==> src/rtl/muldiv_arbiter.sv <==
// Two-requester round-robin front end for an unsigned iterative mult/div unit; handles sign conditioning and result fixup.
// Optional MULDIV_DIVZERO_BYPASS_EN: divide-by-zero responds directly without starting the unit.
module muldiv_arbiter #(
    parameter int RR_INIT = 0
) (
    input  logic        clk,
    input  logic        rst_n,
    input  logic        req0_valid,
    output logic        req0_ready,
    input  logic [2:0]  req0_op,
    input  logic [31:0] req0_a,
    input  logic [31:0] req0_b,
    output logic        rsp0_valid,
    output logic [31:0] rsp0_result,
    input  logic        req1_valid,
    output logic        req1_ready,
    input  logic [2:0]  req1_op,
    input  logic [31:0] req1_a,
    input  logic [31:0] req1_b,
    output logic        rsp1_valid,
    output logic [31:0] rsp1_result,
    output logic        md_valid,
    output logic        md_mode,
    output logic [31:0] md_in_a,
    output logic [31:0] md_in_b,
    input  logic        md_ready,
    input  logic [63:0] md_out
);

    typedef enum logic [1:0] {IDLE, ISSUE, WAIT, RESP} state_t;

    localparam logic [2:0] OP_MUL    = 3'd0;
    localparam logic [2:0] OP_MULH   = 3'd1;
    localparam logic [2:0] OP_MULHSU = 3'd2;
    localparam logic [2:0] OP_MULHU  = 3'd3;
    localparam logic [2:0] OP_DIV    = 3'd4;
    localparam logic [2:0] OP_DIVU   = 3'd5;
    localparam logic [2:0] OP_REM    = 3'd6;

    state_t      state_q, state_d;
    logic        prio_q, owner_q;
    logic [2:0]  op_q;
    logic [31:0] a_q, b_q, res_q;
    logic        sa_q, sb_q;

    logic        sel, grant;
    logic [2:0]  in_op;
    logic [31:0] in_a, in_b;
    logic        in_sa, in_sb;

    logic        mneg;
    logic [63:0] prod;
    logic [31:0] quo, rem, fix;

    // Selection: sole valid requester, or the priority holder on contention.
    always_comb begin
        sel   = (req0_valid & req1_valid) ? prio_q : req1_valid;
        grant = (state_q == IDLE) & (req0_valid | req1_valid) & rst_n;
        in_op = sel ? req1_op : req0_op;
        in_a  = sel ? req1_a  : req0_a;
        in_b  = sel ? req1_b  : req0_b;
        in_sa = in_a[31] & ((in_op == OP_MULH) | (in_op == OP_MULHSU) |
                            (in_op == OP_DIV)  | (in_op == OP_REM));
        in_sb = in_b[31] & ((in_op == OP_MULH) | (in_op == OP_DIV) | (in_op == OP_REM));
    end

    assign req0_ready = grant & ~sel;
    assign req1_ready = grant & sel;

    always_comb begin
        state_d = state_q;
        case (state_q)
            IDLE: if (grant) begin
`ifdef MULDIV_DIVZERO_BYPASS_EN
                state_d = (in_op[2] && in_b == '0) ? RESP : ISSUE;
`else
                state_d = ISSUE;
`endif
            end
            ISSUE:   state_d = WAIT;
            WAIT:    if (md_ready) state_d = RESP;
            RESP:    state_d = IDLE;
            default: state_d = IDLE;
        endcase
    end

    always_ff @(posedge clk) begin
        if (!rst_n) state_q <= IDLE;
        else        state_q <= state_d;
    end

    // Signed fixup of the unsigned unit result; overflow case falls out naturally (|b|=1, signs cancel).
    always_comb begin
        mneg = ((op_q == OP_MULH) & (sa_q ^ sb_q)) | ((op_q == OP_MULHSU) & sa_q);
        prod = mneg ? -md_out : md_out;
        quo  = md_out[31:0];
        rem  = md_out[63:32];
        fix  = '0;
        case (op_q)
            OP_MUL:                        fix = prod[31:0];
            OP_MULH, OP_MULHSU, OP_MULHU:  fix = prod[63:32];
            OP_DIV:                        fix = (sa_q ^ sb_q) ? -quo : quo;
            OP_DIVU:                       fix = quo;
            OP_REM:                        fix = sa_q ? -rem : rem;
            default:                       fix = rem;
        endcase
        if (op_q[2] && b_q == '0) fix = op_q[1] ? a_q : '1;
    end

    always_ff @(posedge clk) begin
        if (!rst_n) begin
            prio_q  <= (RR_INIT != 0);
            owner_q <= 1'b0;
            op_q    <= '0;
            a_q     <= '0;
            b_q     <= '0;
            sa_q    <= 1'b0;
            sb_q    <= 1'b0;
            md_in_a <= '0;
            md_in_b <= '0;
            res_q   <= '0;
        end else begin
            if (grant) begin
                owner_q <= sel;
                op_q    <= in_op;
                a_q     <= in_a;
                b_q     <= in_b;
                sa_q    <= in_sa;
                sb_q    <= in_sb;
                md_in_a <= in_sa ? -in_a : in_a;
                md_in_b <= in_sb ? -in_b : in_b;
`ifdef MULDIV_DIVZERO_BYPASS_EN
                if (in_op[2] && in_b == '0) res_q <= in_op[1] ? in_a : '1;
`endif
            end
            if (state_q == WAIT && md_ready) res_q <= fix;
            if (state_q == RESP) prio_q <= ~owner_q;
        end
    end

    assign md_valid    = (state_q == ISSUE);
    assign md_mode     = op_q[2];
    assign rsp0_valid  = (state_q == RESP) & ~owner_q;
    assign rsp1_valid  = (state_q == RESP) & owner_q;
    assign rsp0_result = res_q;
    assign rsp1_result = res_q;

endmodule

==> config.mk <==
export PLATFORM = sky130hd
export DESIGN_NAME = muldiv_arbiter
export DESIGN_NICKNAME = d
export VERILOG_FILES = /design/src/rtl/muldiv_arbiter.sv
export SDC_FILE = /design/constraint.sdc
export NUM_CORES = 1
export LEC_CHECK = 0
export ABC_AREA = 1
export ABC_CLOCK_PERIOD_IN_PS = 2900
export CAP_MARGIN = 20
export CORE_ASPECT_RATIO = 2
export CORE_UTILIZATION = 52
export DETAILED_ROUTE_END_ITERATION = 7
export DONT_BUFFER_PORTS = 1
export PLACE_DENSITY = 0.67
export RECOVER_POWER = 100
export SYNTH_ARGS = -nofsm -noshare
export SYNTH_HDL_FRONTEND = slang
export SYNTH_SLANG_ARGS = --single-unit
==> constraint.sdc <==
create_clock -name clk -period 2.9 [get_ports clk]
set_input_delay 0.145 -clock clk [delete_from_list [all_inputs] [get_ports clk]]
set_output_delay 0.145 -clock clk [all_outputs]
set_load 0.01 [all_outputs]
==> flow_metrics.py <==
metrics = {
    "run_status": {
        "status": "finished clean",
    },
    "grt": {
        "use_met2_pct": 80.5,
        "grt.total_usage_pct": 46.5,
        "grt_pass1_vias": 15400,
        "top_usage_layer": "met2",
        "antenna_found_initial": 2,
        "grt_util_met3_pct": 14.9,
        "grt_overflow_total": 0,
        "grt_max_degree": 113,
        "grt_pass1_wl_um": 88500,
        "global_route.usage.met1_pct": 39.9,
    },
    "sta": {
        "finalHoldViolations": 0,
        "final.period_utilization_pct": 94.3,
        "period_minus_slack_ns": 2.73,
        "slew_headroom_pct": 43.1,
        "rsz0062_at_grt": "false",
        "skew_ns": 0.0110,
        "setup_viol": 0,
        "tns_ns": 0,
        "slew_viol_final": 0,
        "hold-worst-slack_ns": 0.0170,
        "tightestPinTransition_ns": 0.847,
        "fmax_ghz": 0.366,
    },
    "worst_hold_path": {
        "hold_end": "md_in_b[0]",
        "hp-start": "req1_b[0]",
        "min_path_type": "input port to flip-flop",
        "min_path_cells": 2,
    },
    "synth": {
        "ys_ff_latch": 167,
        "synthArstFlopShare_pct": 0,
        "netlist_area_um2": 13100,
        "synth_seq_area_share_pct": 25.5,
        "synth_area_per_cell_um2": 5.72,
        "synth_nets": 2509,
        "synth_edf_count": 0,
        "synth_ff_type": "dfxtp_1",
        "ys_types": 48,
        "syn-instance-count": 2297,
        "yosysWarningCount": 0,
    },
    "critical_path": {
        "crit_chain": "inv_2 -> nand2_4 -> nand2_8 -> buf_4 -> o21ai_1 -> nand2_1 -> nor2_1 -> nand3b_1 -> nor2_2 -> nand2_1 -> nor3_1 -> o21ai_1 -> nand2_1",
        "crit_top_cell": "nand2_1",
        "worst_ep_required_time_ns": 3.28,
        "r2r_end": "md_in_a[31]",
        "crit_arrival_ns": 3.11,
        "worst_setup_path_start_kind": "flip-flop",
        "cp_num_buf_inv": 2,
        "reg2regPathDepth": 13,
        "critical-path-max-stage-delay_ns": 0.40,
        "slowest_stage": "o21ai_1",
        "worstPathMaxFanout": 26,
        "reg2reg_from": "prio_q",
        "end_kind": "flip-flop",
        "reg2reg_slack_ns": 0.17,
        "cp_top_family": "simple AND/OR/NAND/NOR gates",
        "critical_path_class": "flip-flop to flip-flop",
    },
    "pwr": {
        "ir_drop_mv": 0.598,
        "power.switching_mw": 4.41,
        "p_int_mw": 5.45,
        "pwr_density_cell_nw_per_um2": 688,
        "p_leak_nw": 6.39,
        "p_clk_share_pct": 23.3,
        "seqPwrFrac_pct": 35.6,
        "combPwrFrac_pct": 41.0,
        "p_sw_share_pct": 44.8,
        "design_power_total_mw": 9.86,
    },
    "clock_tree": {
        "clockBufferDepth": 2,
        "cts_tree": "built",
        "cts_made_buffers": 17,
        "clock_latency_ns": 0.44,
        "htree_levels": 4,
        "cts_root_buffer": "clkbuf_16",
        "cts.sinks": 167,
        "postCtsSetupBuffers": 0,
        "clkTransAtPathRegs_ns": 0.07,
    },
    "routing": {
        "ant_nets": 0,
        "drtIter0Drc": 1186,
        "drc": 0,
        "wire_per_inst_um": 22.8,
        "vias_per_cell": 6.01,
        "wirelength_um": 59800,
        "vias": 15800,
        "dr.pass1.iters": 6,
    },
    "cells_and_area": {
        "layout.nets": 2492,
        "syn_to_final_growth_pct": 9.05,
        "final_util_pct": 58.2,
        "fin_area_um2": 14300,
        "drive_gt1_share_pct": 6.72,
    },
    "floorplanning": {
        "die_h_um": 227,
        "die_x_um": 114,
        "initial_utilization_pct": 53.3,
        "num_rows": 81,
        "core-area_um2": 24600,
        "io_pins": 337,
        "fp.dieArea_um2": 25900,
    },
    "placement": {
        "place_congestion": 1.08,
        "place.detailed.hpwl_um": 45400,
        "port_buffers": 0,
        "dpl-instance-area_um2": 13400,
    },
    "job": {
        "cap_violations": 0,
    },
}
-- layer usage --
layer,share of wire [%],up-vias
met1,31,7152
met4,12,2
met2,49,839
met3,8.4,361
li1,-,7418
met5,0.022,-
-- cells in the mapped netlist (2+ instances only) --
master      n  area share [%]
and3_1      3            0.14
nand2_4     2            0.17
nand3b_1    6            0.34
inv_2       9            0.26
buf_1       7            0.20
o22ai_1    32             1.5
o21ai_0   182             6.9
a211oi_1    5            0.29
buf_6       8            0.69
nor2_1    272             7.8
o21ai_1    27             1.0
buf_2       8            0.30
or2_2       9            0.43
o21a_1      3            0.17
o21ai_2    21             1.4
a22oi_1     5            0.29
a21oi_1   133             5.1
o31ai_1     2            0.11
dfxtp_1   167              25
nand3_2     2            0.15
nor2_2     12            0.57
nand2_2     2           0.095
mux2i_1     3            0.23
buf_4      37             2.1
a31oi_1    30             1.4
and2_1      4            0.19
nor3_1     16            0.61
xor2_1     13            0.87
ha_1        9            0.86
nand2_1   669              19
nor3_2      2            0.15
o211ai_1   10            0.57
nand4_1    29             1.4
clkinv_1    2           0.057
clkbuf_1   72             2.1
nor2_4      3            0.26
inv_1     242             6.9
o21bai_1    2            0.11
nand3_1   217             8.3
xnor2_1     9            0.60
nor4_1      4            0.19
-- power groups by stage --
stage / clock network, mW / registers (mW) / logic (mW)
after floorplan: 0 / 3.30 / 2.92
after global placement: 0 / 3.54 / 3.80
after detailed placement: 0 / 3.54 / 3.87
after CTS: 2.33 / 3.50 / 3.95
after global routing: 2.41 / 3.56 / 4.45
final: 2.30 / 3.51 / 4.04
-- cells by family (layout without fill, tap and decap cells) --
family                   after synthesis  after routing  synth area share (%)
XOR/XNOR                              22             22                  1.47
multiplexers                           4              4                 0.333
flip-flops                           167            167                  25.5
AO/OA/AOI/OAI                        455            455                  19.1
AND/OR/NAND/NOR                     1253           1253                  39.9
other                                  0              1                     0
adder cells (fa/ha/maj)                9              9                 0.857
buffers and inverters                387            383                  12.9
-- worst max-delay path by stage --
| stage | cells past startpoint | slack (ns) | to | startpoint |
|---|---|---|---|---|
| 2_1_floorplan | 16 | 0.74 | md_in_a[30] | prio_q |
| 3_3_place_gp | 13 | 0.26 | md_in_a[31] | prio_q |
| 3_5_place_dp | 14 | 0.29 | md_in_a[31] | prio_q |
| 4_1_cts | 15 | 0.17 | md_in_b[15] | prio_q |
| 5_1_grt | 14 | 0.03 | md_in_b[26] | prio_q |
| 6_report | 13 | 0.17 | md_in_a[31] | prio_q |
-- layout make-up --
class / count / area, um^2
antenna: 1 / 2.50
multi-input combinational: 1743 / 8100
clock buffer: 18 / 429
inverter: 253 / 953
tap: 332 / 415
clock inverter: 14 / 163
sequential: 167 / 3340
fill: 2597 / 10300
timing repair buffer: 98 / 918
-- repair_timing --
| item | 4_1_cts | 5_1_grt |
|---|---|---|
| endpoints found under the setup margin | 0 | 1 |
| endpoints found under the hold margin | 71 | 0 |
| hold buffers | 35 | 0 |
| resized for setup | 0 | 2 |
-- sequential cells by signal, summed over array words and instances (netlist names), 2 cells and up --
name and cells:
md_in_a 32, rsp0_result 32, b_q 31, state_q 2
md_in_b 32, a_q 31, op_q 3
-- cells in the final DEF (no fill, tap or decap), types with 16 or more instances in the layout --
cell type / n
nand3_1: 217
o22ai_1: 32
buf_4: 47
o21ai_1: 23
o21ai_2: 20
nand4_1: 29
o21ai_0: 187
nand2_1: 669
dfxtp_1: 167
clkbuf_16: 17
a31oi_1: 30
a21oi_1: 133
nor3_1: 16
dlygate4sd3_1: 34
nor2_1: 274
inv_1: 241
-- through the flow --
step,cells,worst slack [ns]
final,2626,0.166
after detailed placement,2558,0.290
after CTS,2625,0.169
after global placement,2558,0.256
after global routing,2625,0.0321
after floorplan,2297,0.741
Note: power is estimated with default switching activity, not from simulation.
